$ cat config.mk
export PLATFORM = sky130hd
export DESIGN_NAME = fork_eager_tehb
export DESIGN_NICKNAME = d
export VERILOG_FILES = /design/src/rtl/fork_eager_tehb.sv
export SDC_FILE = /design/constraint.sdc
export NUM_CORES = 1
export LEC_CHECK = 0
export BUFFER_PORTS_ARGS = -buffer_cell sky130_fd_sc_hd__buf_2
export CORE_MARGIN = 2
export CORE_UTILIZATION = 40
export DETAILED_ROUTE_END_ITERATION = 8
export PLACE_DENSITY = 0.7
export SYNTH_ARGS = -nofsm -noshare
export SYNTH_HDL_FRONTEND = slang
export SYNTH_SLANG_ARGS = --single-unit
export TNS_END_PERCENT = 5
$ cat constraint.sdc
create_clock -name clk -period 1.8 [get_ports clk]
set_input_delay 0.27 -clock clk [delete_from_list [all_inputs] [get_ports clk]]
set_output_delay 0.27 -clock clk [all_outputs]
set_load 0.1 [all_outputs]
$ cat src/rtl/fork_eager_tehb.sv
// rtl/fork_eager_tehb.sv - eager elastic fork with a one-slot transparent buffer in front
//
// Ports:
//   clk, rst        clock and synchronous active-high reset
//   ins, ins_valid  producer token and its valid
//   ins_ready       producer ready, driven from registered state only
//   outs            OUTPUTS copies of the token, branch i at [i*BITWIDTH +: BITWIDTH]
//   outs_valid      per-branch valid
//   outs_ready      per-branch ready
module fork_eager_tehb #(
    parameter int OUTPUTS  = 2,
    parameter int BITWIDTH = 32
) (
    input  logic                         clk,
    input  logic                         rst,
    input  logic [BITWIDTH-1:0]          ins,
    input  logic                         ins_valid,
    output logic                         ins_ready,
    output logic [OUTPUTS*BITWIDTH-1:0]  outs,
    output logic [OUTPUTS-1:0]           outs_valid,
    input  logic [OUTPUTS-1:0]           outs_ready
);

    // Buffer slot state
    logic                full;
    logic [BITWIDTH-1:0] slot_data;

    // Branches that have already taken the current token
    logic [OUTPUTS-1:0]  sent;

    // Token presented to the fork stage
    logic [BITWIDTH-1:0] src_data;
    logic                src_valid;

    // Fork completion
    logic [OUTPUTS-1:0]  done;
    logic                fork_ready;

    // Slot control
    logic                capture;
    logic                drain;

    // ------------------------------------------------------------------
    // Buffer stage: transparent while empty, so a token that the fork
    // can finish immediately passes straight through with no latency.
    // ------------------------------------------------------------------
    assign ins_ready = ~full;
    assign src_data  = full ? slot_data : ins;
    assign src_valid = full | ins_valid;

    // A token is parked only if it arrives into an empty slot and at
    // least one branch fails to take it this cycle.
    assign capture = ~full & ins_valid & ~fork_ready;
    assign drain   = full & fork_ready;

    // ------------------------------------------------------------------
    // Eager fork stage
    // ------------------------------------------------------------------
    assign outs_valid = {OUTPUTS{src_valid}} & ~sent;
    assign outs       = {OUTPUTS{src_data}};

    // A branch is finished with the token if it took it earlier or is
    // taking it now; the token completes once every branch is finished.
    assign done       = sent | outs_ready;
    assign fork_ready = &done;

    // ------------------------------------------------------------------
    // State
    // ------------------------------------------------------------------
    always_ff @(posedge clk) begin
        if (rst) begin
            full      <= 1'b0;
            slot_data <= '0;
        end else if (capture) begin
            full      <= 1'b1;
            slot_data <= ins;
        end else if (drain) begin
            full      <= 1'b0;
        end
    end

    // sent stays zero whenever no token is presented, so it only needs
    // updating while src_valid is high.
    always_ff @(posedge clk) begin
        if (rst) begin
            sent <= '0;
        end else if (src_valid) begin
            if (fork_ready) begin
                sent <= '0;
            end else begin
                sent <= sent | (outs_valid & outs_ready);
            end
        end
    end

endmodule

* Word-level counts from Yosys, hierarchy flattened
Index checks and enable logic that the tools add are counted.
** Storage, ports and cells
- Register bits after elaboration :: 35
- Bits of input ports :: 37
** Cells by class
- Bitwise operators :: 11
- Reductions and logical operators :: 2
- Muxes and demuxes :: 4
** Operator list (number)
- $mux W32 :: 1
- $and A2 B2 Y2 :: 2
- $or A2 B2 Y2 :: 2
- $and A1 B1 Y1 :: 3
- $mux W1 :: 2
- $mux W2 :: 1
- $not A1 Y1 :: 2
- $not A2 Y2 :: 1
- $reduce_and A2 Y1 :: 1
- $reduce_bool A2 Y1 :: 1
- $or A1 B1 Y1 :: 1

* Logic depth before layout (Yosys ltp)
Gate-level depths: netlist (run 1).
- Depth after elaboration :: 5
- Depth in mapped cells :: 5

* Least setup slack after synthesis (run 1)
OpenSTA, ideal clock, no wires.
- Path kind :: register -> output
- Start point :: register full
- End point :: output outs_valid[0]
- Path slack :: -0.275 ns
- Data arrival time :: 1.805 ns
- Stages on the path, launching flop included :: 4
- Cells stage by stage :: dfxtp_1 > buf_2 > nor2_1 > nor2_1
** On the way
- Longest elaborated chain between the ends :: 2
** RTL lines
- start: declaration :: RTL line 25 : logic full;
- start signal: assignment :: RTL line 72 : full <= 1'b0;
- start signal: assignment :: RTL line 75 : full <= 1'b1;
- start signal: assignment :: RTL line 78 : full <= 1'b0;
- $or A1 B1 Y1 :: RTL line 49 : assign src_valid = full | ins_valid;
- $and A2 B2 Y2 :: RTL line 59 : assign outs_valid = {OUTPUTS{src_valid}} & ~sent;
- end: declaration :: RTL line 20 : output logic [OUTPUTS-1:0] outs_valid,
Every way passes these cells.

* Final worst setup path (run 1)
- Start point :: register full
- End point :: output outs[56]
** On the way
- Longest elaborated chain between the ends :: 1
** RTL lines
- $mux W32 :: RTL line 48 : assign src_data = full ? slot_data : ins;
- end: declaration :: RTL line 19 : output logic [OUTPUTS*BITWIDTH-1:0] outs,
Every way passes these cells.

==> results.py, run 1 <==
metrics = {
    "clocking": {
        "clk_pin_slew_worst_paths_ns": 0.07,
        "postCtsSetupBuffers": 0,
        "clockRootBuffer": "clkbuf_8",
        "clock_latency_ns": 0.28,
        "cts_tree": "yes",
        "cts_hold_buffers": 0,
        "cts_buffers": 5,
        "clk_path_buf_depth": 2,
        "cts_resized": 0,
        "numClockSinks": 35,
        "h-tree-depth": 2,
    },
    "synthesis": {
        "netlist.area_leader.share_pct": 31.5,
        "synth_cells": 226,
        "synth_xor_area_share_pct": 0,
        "synth_edf_count": 0,
        "ys_async_sr_fraction_pct": 0,
        "synth-simple-area-share_pct": 20.7,
        "synth_top_family_by_area": "multiplexers",
        "yosys_warnings": 0,
        "synth_fp_nets": 263,
        "yosys-top-cells-count": "nand2b_1, dfxtp_1, buf_4, mux2_2, mux2i_1",
        "synth_compound_area_share_pct": 0.900,
        "ys_ff_latch": 35,
        "muxShareOfSynthArea_pct": 30.6,
        "yosysMostFrequentCell": "nand2b_1",
        "synth_cell_types": 16,
        "synth_top_cell_by_area": "dfxtp_1",
        "ys_seq_area_share_pct": 31.5,
        "netlist_area_sq_um": 2220,
        "ys.flop_type": "dfxtp_1",
        "synthAdderAreaFrac_pct": 0,
        "ys_top_cells_by_area": "dfxtp_1, nand2b_1, mux2_2, mux2i_1, buf_4",
        "avgSynthCellArea_sq_um": 9.84,
    },
    "layout": {
        "fillers": 428,
        "multi_input_area_sq_um": 1170,
        "diodes": 0,
        "fin_nets": 331,
        "final_util_pct": 66.8,
        "drive_gt1_share_pct": 51.2,
        "area_delta_synth_final_pct": 63.4,
        "register_area_sq_um": 702,
    },
    "placed_design": {
        "gp_congestion": 0.654,
        "portBuffers": 103,
        "dp_hpwl_um": 3740,
        "dp_slack_ns": 0.321,
    },
    "critical_path": {
        "endpoint": "outs[56]",
        "startpoint_type": "flop",
        "r2r_slack_ns": 0.39,
        "crit_path_end_kind": "primary output",
        "worstPathRequired_ns": 1.53,
        "reg2reg_to": "slot_data[17]",
        "path_class": "reg -> out",
        "r2r-start": "sent[0]",
        "cp_data_arrival_time_ns": 1.46,
        "crit_path_max_fanout": 36,
        "r2r_cells": 4,
        "setup.worst_path.start": "full",
    },
    "timing": {
        "min_period_over_period_pct": 96.2,
        "worst_slack_ns": 0.0684,
        "fmax_mhz": 577,
        "rsz0062_at_grt": "no",
        "slew_violations": 0,
        "tightest_slew_ns": 0.489,
        "slew_headroom_pct": 67.6,
        "finalHoldWorstSlack_ns": 0.251,
        "skew_ns": 0.00692,
        "fin_crit_ns": 1.73,
        "hold_viol": 0,
        "setup_viol": 0,
        "timing.setup.tns_ns": 0,
    },
    "floorplan": {
        "die_h_um": 78.6,
        "start_util_pct": 40.9,
        "pin_count": 104,
        "rows": 27,
        "die_x_um": 78.6,
        "core_area_sq_um": 5440,
        "dieArea_sq_um": 6170,
    },
    "route": {
        "ant_nets": 0,
        "drt-vias-per-instance": 4.64,
        "drc": 0,
        "drtIter0Drc": 29,
        "drt_wl_total_um": 4870,
        "num_vias": 1702,
        "first_pass_iters": 4,
        "drt-wirelength-per-cell_um": 13.3,
    },
    "power": {
        "peakVddDrop_v": 0.000450,
        "power_mw": 3.51,
        "powerDensity_nw_per_um2": 965,
        "leakage_nw": 1.53,
    },
    "grt": {
        "first_global_vias": 1753,
        "grt_max_degree": 37,
        "grtUsageMet2_pct": 29.9,
        "grt_antenna_before_repair": 0,
        "grt_pass1_wl_um": 7870,
        "grtUsageTotal_pct": 16.0,
        "met1_usage_pct": 16.5,
        "grt_util_met3_pct": 5.86,
        "grt.busiest_layer": "met2",
        "grt_remaining_overflow": 0,
    },
    "run_status": {
        "status": "completed",
    },
    "hold_path": {
        "holdCritPathClass": "in -> reg",
        "hold_path_depth": 3,
    },
    "run": {
        "cap_viol_max_count": 0,
    },
}
[cell families (layout without fill, tap and decap cells)]
logic type	Yosys count	count (layout)
AOI/OAI and AO/OA	3	3
buffers and inverters	48	117
muxes	64	64
and+or+nand+nor	76	76
DFF	35	35
[cell type report]
cell class / count / share of cell area, %
clock buffer: 8 / 2.76
inverter: 1 / 0.103
multi-input combinational: 143 / 32.1
sequential: 35 / 19.3
tap: 72 / 2.48
timing repair buffer: 108 / 43.2
[where the power goes]
| group | internal, mW | total [mW] | switching, mW | leakage [nW] |
|---|---|---|---|---|
| Sequential | 0.829 | 0.857 | 0.0282 | 0.287 |
| Combinational | 0.710 | 2.03 | 1.32 | 1.20 |
| Clock | 0.349 | 0.620 | 0.270 | 0.0515 |
| Total | 1.89 | 3.51 | 1.62 | 1.53 |
[critical path, stage by stage, from the launching register on]
cell,delay (ns)
dfxtp_2,0.34
buf_12,0.22
mux2_2,0.42
buf_12,0.18
[cell usage in the layout (no fill, tap or decap)]
cell type and n:
a21oi_1 2, nor3b_4 1, mux2i_1 32, clkbuf_1 1, buf_12 68, or2_2 1, o22a_2 1, dfxtp_2 1
buf_4 3, nor3_1 3, nor2_1 7, clkbuf_8 7, inv_1 1, buf_2 37, dfxtp_1 34, nand2b_1 64
mux2_2 32
[stage by stage]
step           instances  instance area, sq um
2_1_floorplan        226                  2220
3_3_place_gp         359                  3530
3_5_place_dp         359                  3530
4_1_cts              367                  3630
5_1_grt              367                  3630
6_report             367                  3630
[sequential cells by signal (all words and copies together) (netlist names)]
| register | flops |
|---|---|
| sent | 2 |
| slot_data | 32 |
| full | 1 |
[per-layer routing]
| layer | vias up | wire, um |
|---|---|---|
| met2 | 53 | 2660 |
| met3 | 5 | 347 |
| met1 | 793 | 1800 |
| li1 | 851 | - |
| met5 | - | 0 |
| met4 | 0 | 58 |
[how the worst min path moves through the flow]
stage / from / slack (ns) / end
2_1_floorplan: ins[0] / 0.43 / slot_data[0]
3_3_place_gp: slot_data[30] / 0.45 / slot_data[30]
3_5_place_dp: slot_data[0] / 0.46 / slot_data[0]
4_1_cts: ins[23] / 0.24 / slot_data[23]
5_1_grt: ins[26] / 0.26 / slot_data[26]
6_report: ins[14] / 0.25 / slot_data[14]
(Power assumes the default switching activity.)
==> run 2: changes to the inputs <==
Settings changed: PLACE_DENSITY 0.7 to 0.73.
Clock period 1.8 ns to 1.4 ns, I/O delays scaled along.
==> run 2 against run 1 <==
Against the previous run:
- clock power up 6.9%
- die area unchanged
- global-route usage up 1.6 points
- utilization up 1.0 points
- worst setup slack worse by 0.33 ns
- critical path type unchanged
- the flow now finishes with violations (setup timing)
- clock skew up 0.00071 ns
==> results.py, run 2 (same netlist as run 1, synthesis figures left out) <==
metrics = {
    "layout": {
        "postLayoutCellArea_sq_um": 3690,
        "final_util_pct": 67.8,
        "final_cells": 375,
        "largest_reg_flops": 32,
        "layout_common_cells": "nand2b_1, buf_12, buf_2",
        "top_regs": "slot_data: 32 flops, sent: 2 flops, full: 1 flops",
        "area_delta_synth_final_pct": 65.8,
        "drive_gt1_share_pct": 53.8,
        "final_common_cell": "nand2b_1",
        "regMostFlops": "slot_data",
        "diodes": 0,
        "fin_nets": 341,
    },
    "grt": {
        "first_global_vias": 1904,
        "grt_antenna_before_repair": 0,
        "grtUsageTotal_pct": 17.6,
        "grt_remaining_overflow": 0,
        "grt_pass1_wl_um": 8670,
        "grt_max_degree": 68,
    },
    "timing": {
        "hold_viol": 0,
        "slew_headroom_pct": 81.5,
        "fin_crit_ns": 1.66,
        "fmax_mhz": 601,
        "rsz0062_at_grt": "yes",
        "worst_slack_ns": -0.263,
        "skew_ns": 0.00763,
        "finalHoldWorstSlack_ns": 0.194,
        "min_period_over_period_pct": 119,
        "setup_viol": 66,
        "slew_violations": 0,
        "tightest_slew_ns": 0.278,
    },
    "route": {
        "drt-wirelength-per-cell_um": 14.1,
        "num_vias": 1764,
        "drt-vias-per-instance": 4.70,
        "drtIter0Drc": 40,
        "ant_nets": 0,
        "drc": 0,
        "first_pass_iters": 4,
        "drt_wl_total_um": 5310,
    },
    "clocking": {
        "clock_latency_ns": 0.28,
        "clk_pin_slew_worst_paths_ns": 0.07,
        "cts_buffers": 5,
        "h-tree-depth": 2,
        "clk_path_buf_depth": 2,
        "numClockSinks": 35,
        "cts_hold_buffers": 0,
        "clockRootBuffer": "clkbuf_8",
        "cts_tree": "yes",
    },
    "floorplan": {
        "die_x_um": 78.6,
        "die_h_um": 78.6,
        "start_util_pct": 40.9,
        "rows": 27,
        "pin_count": 104,
        "core_area_sq_um": 5440,
        "dieArea_sq_um": 6170,
    },
    "critical_path": {
        "crit_path_end_kind": "primary output",
        "crit_path_max_fanout": 4,
        "worstPathCellList": "buf_6 -> clkbuf_16 -> mux2_4 -> buf_12",
        "path_buf_inv": 3,
        "path_class": "reg -> out",
        "crit_path_top_delay_cell": "dfxtp_4",
        "cp_data_arrival_time_ns": 1.45,
        "worstPathRequired_ns": 1.19,
        "startpoint_type": "flop",
        "critPathTopFamily": "buffers and inverters",
        "cp_slowest_stage_delay_ns": 0.40,
    },
    "hold_path": {
        "holdCritPathClass": "in -> reg",
    },
    "placed_design": {
        "dp_hpwl_um": 3270,
        "place_inst": 362,
        "dp_slack_ns": -0.0377,
        "portBuffers": 103,
        "gp_congestion": 0.731,
        "placed_area_sq_um": 3130,
    },
    "power": {
        "peakVddDrop_v": 0.000668,
        "leakage_nw": 1.64,
        "powerDensity_nw_per_um2": 1190,
    },
    "run_status": {
        "failed_checks": "setup timing",
        "status": "finished, violations left",
    },
    "run": {
        "cap_viol_max_count": 0,
    },
}
==> run 2: worst paths after layout <==
kind	startpoint	end	slack, ns	cells past startpoint
worst max-delay path	full	outs[15]	-0.26	4
worst min-delay path	ins[15]	slot_data[15]	0.19	3
worst max register to register	sent[0]	slot_data[5]	0.02	4
worst min register to register	slot_data[24]	slot_data[24]	0.48	2
==> run 2: worst min-delay path, delay by kind of cell <==
family	cells	cell delay, ns
buffers and inverters	1	0.10
muxes	1	0.06
and+or+nand+nor	1	0.06
==> run 2: layout make-up <==
class / instances / area (sq um)
multi-input combinational: 143 / 1310
sequential: 35 / 706
clock buffer: 6 / 72.6
timing repair buffer: 118 / 1510
inverter: 1 / 3.75
tap: 72 / 90.1
fill: 377 / 1750
==> run 2: through the flow <==
| stage | TNS [ns] | power, mW |
|---|---|---|
| 6_report | -13.80 | 4.38 |
| 4_1_cts | -16.11 | 4.39 |
| 2_1_floorplan | -3.91 | 3.09 |
| 5_1_grt | -17.08 | 4.54 |
| 3_3_place_gp | -0.0226 | 3.42 |
| 3_5_place_dp | -0.129 | 3.44 |
==> run 2: power by group <==
part,switching [mW],leakage (nW),internal (mW)
registers,0.0425,0.288,1.07
logic,1.71,1.32,0.902
clock network,0.331,0.0371,0.332
==> run 2: repair_timing <==
item,in CTS,in global routing
pin swaps,1,2
gates resized for setup,106,6
buffers inserted,3,1
gates cloned,3,1
setup endpoints to repair,68,99
==> run 2: layer usage <==
layer / GRT usage [%] / wire, um / share of wire, %
met3: 4.48 / 285 / 5.4
met2: 32.4 / 2830 / 53
met4: 6.14 / 72 / 1.4
met5: 0 / 0 / 0
met1: 19.4 / 2110 / 40
==> run 3: changes to the inputs <==
Settings changed: CORE_ASPECT_RATIO set to 1.2.
==> run 3 against run 2 <==
Against the previous run:
- clock power grew 4.4%
- first-iteration DRC count is 10% higher
- the flow still finishes with violations (setup timing)
- final cell count decreased by 3.2%
- register-to-register slack got worse by 0.09 ns
- clock skew down 0.0020 ns
- highest routed layer unchanged
- fmax rose by 2.5%
- worst hold slack about the same
- sequential power about the same
- sequential share of layout area increased by 1.0 points
- clock-buffer cell count up 1
- routed wire length decreased by 6.1%
- critical path depth fell by 1
- largest power group unchanged
==> results.py, run 3 (same netlist as run 1, synthesis figures left out) <==
metrics = {
    "layout": {
        "top_regs": "slot_data: 32 flops, sent: 2 flops, full: 1 flops",
        "layout_common_cells": "nand2b_1, buf_6, buf_2",
        "drive_gt1_share_pct": 53.2,
        "largest_reg_flops": 32,
        "final_common_cell": "nand2b_1",
        "register_area_sq_um": 704,
        "multi_input_area_sq_um": 1310,
        "area_delta_synth_final_pct": 57.3,
        "regMostFlops": "slot_data",
        "diodes": 0,
        "fin_nets": 337,
        "postLayoutCellArea_sq_um": 3500,
        "fillers": 397,
    },
    "critical_path": {
        "worstPathRequired_ns": 1.19,
        "startpoint_type": "flop",
        "crit_path_max_fanout": 9,
        "path_class": "reg -> out",
        "cp_slowest_stage_delay_ns": 0.44,
        "worstPathCellList": "buf_12 -> mux2_4 -> buf_8",
        "cp_data_arrival_time_ns": 1.41,
        "crit_path_top_delay_cell": "dfxtp_4",
        "crit_path_end_kind": "primary output",
    },
    "grt": {
        "first_global_vias": 1758,
        "grt_antenna_before_repair": 0,
        "grt_remaining_overflow": 0,
        "grt_max_degree": 68,
        "grtUsageTotal_pct": 16.1,
        "grt_pass1_wl_um": 7940,
    },
    "floorplan": {
        "pin_count": 104,
        "die_h_um": 85.7,
        "start_util_pct": 41.7,
        "rows": 29,
        "core_area_sq_um": 5330,
        "die_x_um": 72.1,
        "dieArea_sq_um": 6170,
    },
    "clocking": {
        "clockRootBuffer": "clkbuf_8",
        "cts_hold_buffers": 0,
        "clock_latency_ns": 0.28,
        "clk_pin_slew_worst_paths_ns": 0.07,
        "h-tree-depth": 2,
        "cts_tree": "yes",
        "numClockSinks": 35,
        "cts_buffers": 5,
        "clk_path_buf_depth": 2,
    },
    "run": {
        "cap_viol_max_count": 0,
    },
    "placed_design": {
        "placed_area_sq_um": 2970,
        "dp_hpwl_um": 3170,
        "portBuffers": 103,
        "gp_congestion": 0.733,
    },
    "power": {
        "leakage_nw": 1.57,
        "powerDensity_nw_per_um2": 1230,
        "peakVddDrop_v": 0.000707,
    },
    "timing": {
        "worst_slack_ns": -0.222,
        "slew_headroom_pct": 45.5,
        "tightest_slew_ns": 0.817,
        "fmax_mhz": 616,
        "fin_crit_ns": 1.62,
        "rsz0062_at_grt": "yes",
        "setup_viol": 98,
        "slew_violations": 0,
        "skew_ns": 0.00564,
        "hold_viol": 0,
        "finalHoldWorstSlack_ns": 0.194,
        "min_period_over_period_pct": 116,
    },
    "route": {
        "num_vias": 1723,
        "drt-wirelength-per-cell_um": 13.7,
        "first_pass_iters": 4,
        "ant_nets": 0,
        "drt_wl_total_um": 4980,
        "drc": 0,
        "drtIter0Drc": 44,
        "drt-vias-per-instance": 4.75,
    },
    "run_status": {
        "failed_checks": "setup timing",
        "status": "finished, violations left",
    },
    "hold_path": {
        "holdCritPathClass": "in -> reg",
    },
}
[run 3: changes by cell type in the layout (fill, tap and decap cells not counted), moves of 2 or more]
cell and change:
buf_12 -12, buf_6 +9, a21oi_1 -2, a21oi_2 +2, buf_16 -2
[run 3: final timing paths]
check / from / end / slack [ns] / cells past startpoint
min reg2reg: slot_data[16] / slot_data[16] / 0.48 / 2
max: full / outs[31] / -0.22 / 3
max reg2reg: full / slot_data[24] / -0.07 / 5
min: ins[7] / slot_data[7] / 0.19 / 3
[run 3: routing by layer]
layer / track usage (%) / wire length, um / vias up / part of all wire, %
li1: - / - / 855 / -
met1: 18.0 / 1890 / 806 / 38
met2: 29.5 / 2780 / 58 / 56
met3: 4.00 / 279 / 4 / 5.6
met4: 4.63 / 43 / 0 / 0.86
met5: 0 / 0 / - / 0
[run 3: power breakdown]
| part | switching (mW) | internal, mW | total [mW] | leakage, nW |
|---|---|---|---|---|
| clock network | 0.343 | 0.349 | 0.692 | 0.0422 |
| registers | 0.0461 | 1.07 | 1.11 | 0.288 |
| logic | 1.68 | 0.813 | 2.49 | 1.24 |
| total | 2.07 | 2.23 | 4.29 | 1.57 |
[run 3: worst max-delay path: cells and delay by family (launching register included)]
family / cells / cell delay (ns)
flops: 1 / 0.44
mux: 1 / 0.34
buf+inv: 2 / 0.34
[run 3: stage by stage]
stage          instances  utilization [%]  worst slack, ns  power, mW  setup TNS (ns)
3_5_place_dp         351             55.7          -0.0240       3.35         -0.0902
2_1_floorplan        226                -           -0.180       3.09           -3.91
3_3_place_gp         351             55.7          -0.0184       3.34         -0.0667
4_1_cts              364             65.1           -0.289       4.31          -19.99
5_1_grt              363             65.6           -0.266       4.45          -20.40
6_report             363             65.6           -0.222       4.29          -14.94
[run 3: final cells by class]
| cell class | instances | area share, % |
|---|---|---|
| tap | 62 | 2.22 |
| multi-input combinational | 143 | 37.4 |
| timing repair buffer | 114 | 37.9 |
| clock inverter | 1 | 0.143 |
| inverter | 1 | 0.107 |
| sequential | 35 | 20.1 |
| clock buffer | 7 | 2.18 |
[run 3: what timing repair did]
action                                  4_1_cts  5_1_grt
buffers inserted                              3        0
gates cloned                                  2        1
endpoints found under the hold margin         0        0
pin swaps                                     1        0
endpoints found under the setup margin       66      101
resized for setup                           105       13
